File: src/rtl/interrupt_sequencer.sv
// Interrupt entry / RTI return sequencer for the 5-stage pipeline.
// Freezes fetch, drains the pipe, pushes or pops PC and flags over a shared data-memory port, then redirects fetch.
module interrupt_sequencer #(
    parameter int                PC_W         = 32,
    parameter int                DATA_W       = 16,
    parameter logic [DATA_W-1:0] VECTOR_ADDR  = '0,
    parameter int                DRAIN_CYCLES = 3
) (
    input  logic              clk,
    input  logic              reset,
    input  logic              irq,
    input  logic              rti,
    input  logic              branch_pending,
    input  logic [PC_W-1:0]   cur_pc,
    input  logic [2:0]        cur_flags,
    output logic              stall_fetch,
    output logic              flush,
    output logic              mem_req,
    output logic [1:0]        mem_op,
    output logic [DATA_W-1:0] mem_addr,
    output logic [DATA_W-1:0] mem_wdata,
    input  logic              mem_gnt,
    input  logic [DATA_W-1:0] mem_rdata,
    output logic              pc_load,
    output logic [PC_W-1:0]   pc_load_value,
    output logic              flags_restore,
    output logic [2:0]        flags_restore_value,
    output logic              in_isr,
    output logic              busy
);

    typedef enum logic [3:0] {
        IDLE,
        I_DRAIN,
        I_PUSH_HI,
        I_PUSH_LO,
        I_PUSH_FL,
        I_VEC_HI,
        I_VEC_LO,
        I_LOAD,
        R_DRAIN,
        R_POP_FL,
        R_POP_LO,
        R_POP_HI,
        R_LOAD
    } state_t;

    localparam logic [1:0] OP_PUSH = 2'b00;
    localparam logic [1:0] OP_POP  = 2'b01;
    localparam logic [1:0] OP_READ = 2'b10;

    localparam int                CNT_W          = (DRAIN_CYCLES > 1) ? $clog2(DRAIN_CYCLES) : 1;
    localparam logic [CNT_W-1:0]  CNT_LAST       = CNT_W'(DRAIN_CYCLES - 1);
    localparam logic [DATA_W-1:0] VECTOR_ADDR_LO = VECTOR_ADDR + DATA_W'(1);

    state_t             state_q, state_d;
    logic [CNT_W-1:0]   cnt_q, cnt_d;
    logic               irq_q, irq_d;
    logic               pending_q, pending_d;
    logic               in_isr_q, in_isr_d;
    logic [PC_W-1:0]    ret_pc_q, ret_pc_d;
    logic [2:0]         ret_flags_q, ret_flags_d;
    logic [DATA_W-1:0]  word_hi_q, word_hi_d;
    logic [DATA_W-1:0]  word_lo_q, word_lo_d;
    logic [2:0]         pop_flags_q, pop_flags_d;
    logic               irq_rise;

    always_ff @(posedge clk or negedge reset) begin
        if (!reset) begin
            state_q     <= IDLE;
            cnt_q       <= '0;
            irq_q       <= 1'b0;
            pending_q   <= 1'b0;
            in_isr_q    <= 1'b0;
            ret_pc_q    <= '0;
            ret_flags_q <= '0;
            word_hi_q   <= '0;
            word_lo_q   <= '0;
            pop_flags_q <= '0;
        end else begin
            state_q     <= state_d;
            cnt_q       <= cnt_d;
            irq_q       <= irq_d;
            pending_q   <= pending_d;
            in_isr_q    <= in_isr_d;
            ret_pc_q    <= ret_pc_d;
            ret_flags_q <= ret_flags_d;
            word_hi_q   <= word_hi_d;
            word_lo_q   <= word_lo_d;
            pop_flags_q <= pop_flags_d;
        end
    end

    // word_hi/word_lo hold the vector on entry and the popped PC on return; the two never overlap.
    always_comb begin
        state_d     = state_q;
        cnt_d       = cnt_q;
        irq_d       = irq;
        in_isr_d    = in_isr_q;
        ret_pc_d    = ret_pc_q;
        ret_flags_d = ret_flags_q;
        word_hi_d   = word_hi_q;
        word_lo_d   = word_lo_q;
        pop_flags_d = pop_flags_q;

        irq_rise  = irq & ~irq_q;
        pending_d = pending_q | irq_rise;

        stall_fetch         = 1'b0;
        flush               = 1'b0;
        mem_req             = 1'b0;
        mem_op              = OP_PUSH;
        mem_addr            = '0;
        mem_wdata           = '0;
        pc_load             = 1'b0;
        pc_load_value       = '0;
        flags_restore       = 1'b0;
        flags_restore_value = '0;
        busy                = (state_q != IDLE);

        case (state_q)
            IDLE: begin
                if (rti && in_isr_q) begin
                    state_d = R_DRAIN;
                    cnt_d   = '0;
                end else if (pending_q && !in_isr_q && !branch_pending) begin
                    state_d   = I_DRAIN;
                    cnt_d     = '0;
                    ret_pc_d  = cur_pc;
                    pending_d = irq_rise;
                end
            end
            I_DRAIN, R_DRAIN: begin
                stall_fetch = 1'b1;
                flush       = 1'b1;
                if (cnt_q == CNT_LAST) begin
                    if (state_q == I_DRAIN) begin
                        ret_flags_d = cur_flags;
                        state_d     = I_PUSH_HI;
                    end else begin
                        state_d = R_POP_FL;
                    end
                end else begin
                    cnt_d = cnt_q + CNT_W'(1);
                end
            end
            I_PUSH_HI: begin
                stall_fetch = 1'b1;
                mem_req     = 1'b1;
                mem_wdata   = ret_pc_q[PC_W-1:DATA_W];
                if (mem_gnt) state_d = I_PUSH_LO;
            end
            I_PUSH_LO: begin
                stall_fetch = 1'b1;
                mem_req     = 1'b1;
                mem_wdata   = ret_pc_q[DATA_W-1:0];
                if (mem_gnt) state_d = I_PUSH_FL;
            end
            I_PUSH_FL: begin
                stall_fetch = 1'b1;
                mem_req     = 1'b1;
                mem_wdata   = {{(DATA_W-3){1'b0}}, ret_flags_q};
                if (mem_gnt) state_d = I_VEC_HI;
            end
            I_VEC_HI: begin
                stall_fetch = 1'b1;
                mem_req     = 1'b1;
                mem_op      = OP_READ;
                mem_addr    = VECTOR_ADDR;
                if (mem_gnt) begin
                    word_hi_d = mem_rdata;
                    state_d   = I_VEC_LO;
                end
            end
            I_VEC_LO: begin
                stall_fetch = 1'b1;
                mem_req     = 1'b1;
                mem_op      = OP_READ;
                mem_addr    = VECTOR_ADDR_LO;
                if (mem_gnt) begin
                    word_lo_d = mem_rdata;
                    state_d   = I_LOAD;
                end
            end
            I_LOAD: begin
                pc_load       = 1'b1;
                pc_load_value = {word_hi_q, word_lo_q};
                in_isr_d      = 1'b1;
                state_d       = IDLE;
            end
            R_POP_FL: begin
                stall_fetch = 1'b1;
                mem_req     = 1'b1;
                mem_op      = OP_POP;
                if (mem_gnt) begin
                    pop_flags_d = mem_rdata[2:0];
                    state_d     = R_POP_LO;
                end
            end
            R_POP_LO: begin
                stall_fetch = 1'b1;
                mem_req     = 1'b1;
                mem_op      = OP_POP;
                if (mem_gnt) begin
                    word_lo_d = mem_rdata;
                    state_d   = R_POP_HI;
                end
            end
            R_POP_HI: begin
                stall_fetch = 1'b1;
                mem_req     = 1'b1;
                mem_op      = OP_POP;
                if (mem_gnt) begin
                    word_hi_d = mem_rdata;
                    state_d   = R_LOAD;
                end
            end
            R_LOAD: begin
                pc_load             = 1'b1;
                pc_load_value       = {word_hi_q, word_lo_q};
                flags_restore       = 1'b1;
                flags_restore_value = pop_flags_q;
                in_isr_d            = 1'b0;
                state_d             = IDLE;
            end
            default: state_d = IDLE;
        endcase
    end

    assign in_isr = in_isr_q;

endmodule

File: config.mk
export PLATFORM = sky130hd
export DESIGN_NAME = interrupt_sequencer
export DESIGN_NICKNAME = d
export VERILOG_FILES = /design/src/rtl/interrupt_sequencer.sv
export SDC_FILE = /design/constraint.sdc
export NUM_CORES = 1
export LEC_CHECK = 0
export ABC_CLOCK_PERIOD_IN_PS = 3420
export CAP_MARGIN = 0
export CORE_UTILIZATION = 60
export DETAILED_ROUTE_END_ITERATION = 8
export DONT_BUFFER_PORTS = 1
export HOLD_SLACK_MARGIN = 0.05
export PLACE_DENSITY = 0.84
export SYNTH_ARGS = -nofsm -noshare
export SYNTH_HDL_FRONTEND = slang
export SYNTH_SLANG_ARGS = --single-unit
File: constraint.sdc
create_clock -name clk -period 3.42 [get_ports clk]
set_input_delay 1.026 -clock clk [delete_from_list [all_inputs] [get_ports clk]]
set_output_delay 1.026 -clock clk [all_outputs]
set_load 0.1 [all_outputs]
==> run metrics <==
antenna-violating nets left 0; CP startpoint state_q[1]$_DFFE_PN0P_; status complete, no violations; #FFs+latches synth 79; crit path capture pc_load_value[15]; first-pass GRT wire length ~13,000 um; Iter 0 DRT Violations 83; Remaining DRCs 0; Worst Path Buf+Inv 1; met1 Usage GRT around a third; met2 usage 48.2%; biggest cell delay along the critical path about 0.54 ns; GP Congestion 0.841; max_slew headroom 32.2%; vias in the first global route 2,696; Tightest Pin Transition ~1.0 ns; WS Path Type flip-flop to primary output; placed inst area 4900 um2; final worst path period need 3.24 ns; grt peak-use layer met2; GRT overflow 0; layout cells sized above 1 approximately 29%; fraction of registers with async set/reset 100%; Pre-antenna DRT Iters 4; RSZ-0062 raised after global routing false; Die X between 80 and 90 um; Cell Rows 28; worst-case clock skew roughly 0.013 ns; clock root cell clkbuf_8; Yosys cell types between 40 and 50; Max clock buf depth 2; clk_lat worst skew 0.34 ns; CTS tree built; setup violators final 0; Initial Utilization between 60% and 70%; routed wire length 8840 um; initial antenna violation count 1; CTS sink cnt 79; most frequent cells in the layout dfrtp_1 (78), mux2_1 (71), buf_12 (43); Post-synth EDFFs 0; CP max FO 17; Max VDD drop between 0.6 and 0.7 mV; worst hold path class primary input to asynchronous set/reset pin; Global Route Usage Sum 27.6%; cell family with most CP delay simple AND/OR/NAND/NOR gates; Final nets between 400 and 500; number of hold buffers added after cts 0; design area 5140 um2; buffer count from post-CTS setup fixing 0; Primary FF master, synth dfrtp_1; die area 6750 um2; Setup crit end kind primary output; highest clock rate 0.309 GHz; R2R depth 3; Critical Path RT 2.39 ns; max cap viols 0; CP max stage cell dfrtp_1; Setup Total Neg Slack 0 ns; vias post-DR 2,643; Mapped Cells between 300 and 400; DR WL/cell 19.2 um; final period utilization a little over nine tenths; leakage between 2 and 2.5 nW; Final HPWL DP 6080 um; area grow syn2layout 33.4%; # fillers 289; yosys warns 0; pin count of the biggest net entering global routing 80; clk slew on worst S/H paths 0.09 ns; syn_area_per_cell roughly 12 um2; CP cell instances or3b_4 > a21boi_4 > and2_1 > buf_4; GRT met3 Usage 6.70%; Die Height ~80 um; WP depth 4; core box area approximately 6100 um2; R2R Setup Slk around 1.2 ns; H-tree levels 3; PwrDens slightly below 1000 nW/um2; most common cell after layout, fill and taps aside dfrtp_1; reg2reg start state_q[1]$_DFFE_PN0P_; CTS buffer count 9; Final Hold Vio Count 0; port bufs 0; Arr. time, crit path between 2 and 2.5 ns; Pins Over Slew Limit 0; Mapped Area slightly below 4000 um2; Via density 5.75; worst r2r dst word_lo_q[12]$_DFFE_PN0P_; Worst Setup Start Kind flip-flop; Ports 133; Seq/Total Area, Yosys 51.3%; Tot Pwr ~5.0 mW
==> worst register-to-register path, stage by stage (launching register included) <==
cell and delay [ns]:
dfrtp_1 0.62, nand2b_1 0.28, a211oi_4 0.79, mux2_1 0.43
==> what timing repair did <==
item                       CTS  global route
cloned                       0             1
resized for setup            0             3
setup endpoints to repair    1            34
pin swaps                    1             1
==> through the flow <==
step                utilization (%)  setup slack, ns  instances  hold WS, ns
floorplan                         -           0.0139        332        0.392
global placement               80.8            0.474        442        0.399
detailed placement             80.8            0.375        442        0.414
CTS                            84.4          0.00216        458        0.351
global route                   84.8           0.0671        460        0.350
finish                         84.8            0.181        460        0.367
==> state kept, by name, indices dropped and copies added, names as in the netlist, 2 cells and up <==
| name | count |
|---|---|
| ret_flags_q | 3 |
| word_hi_q | 16 |
| cnt_q | 2 |
| state_q | 4 |
| pop_flags_q | 3 |
| word_lo_q | 16 |
| ret_pc_q | 32 |
==> final cells by class <==
class / instances / area, um2 / area share (%)
Clock buffer: 10 / 128 / 2.48
Tap cell: 75 / 93.8 / 1.83
Inverter: 5 / 18.8 / 0.365
Antenna cell: 1 / 2.50 / 0.0487
Clock inverter: 6 / 91.3 / 1.78
Timing Repair Buffer: 68 / 1050 / 20.4
Sequential cell: 79 / 1980 / 38.5
Multi-Input combinational cell: 216 / 1780 / 34.6
==> logic make-up (layout without fill, tap and decap cells) <==
| family | after synthesis | in the layout | synth area share [%] |
|---|---|---|---|
| XOR/XNOR | 1 | 1 | 0.227 |
| AND/OR/NAND/NOR | 85 | 85 | 13.4 |
| AO/OA/AOI/OAI | 42 | 43 | 8.15 |
| other | 1 | 16 | 0.0973 |
| buffers and inverters | 38 | 89 | 5.74 |
| flip-flops | 79 | 79 | 51.3 |
| multiplexers | 71 | 71 | 20.7 |
| adder cells (fa/ha/maj) | 1 | 1 | 0.325 |
==> worst min path at each step <==
stage	from	cells after the start	endpoint	slack, ns
floorplan	irq_q$_DFF_PN0_	1	pending_q$_DFF_PN0_	0.39
global placement	irq_q$_DFF_PN0_	1	pending_q$_DFF_PN0_	0.40
detailed placement	irq_q$_DFF_PN0_	1	pending_q$_DFF_PN0_	0.41
CTS	reset	0	ret_pc_q[7]$_DFFE_PN0P_	0.35
global route	reset	0	word_lo_q[6]$_DFFE_PN0P_	0.35
finish	reset	0	ret_pc_q[6]$_DFFE_PN0P_	0.37
==> synthesized netlist by cell type (4+ instances only) <==
library cell / n / share of area (%)
nand2_1: 15 / 1.5
o21ai_1: 7 / 0.91
nor2_1: 6 / 0.58
inv_1: 5 / 0.49
nand2b_1: 5 / 0.81
buf_4: 18 / 3.5
nor2b_1: 4 / 0.65
mux2_1: 71 / 21
and2_1: 36 / 5.8
clkbuf_1: 6 / 0.58
a22o_1: 13 / 3.0
a21oi_1: 6 / 0.78
dfrtp_1: 79 / 51
buf_2: 9 / 1.2
==> layer usage <==
| layer | up-vias | wire, um |
|---|---|---|
| li1 | 1202 | - |
| met1 | 1296 | 3340 |
| met2 | 131 | 4670 |
| met3 | 14 | 680 |
| met4 | 0 | 149 |
| met5 | - | 0 |
==> power by group <==
part	switching, mW	internal (mW)	leakage (nW)
clock network	0.345	0.417	0.111
logic	1.78	0.866	1.27
registers	0.260	1.29	0.995
(Power assumes the default switching activity.)
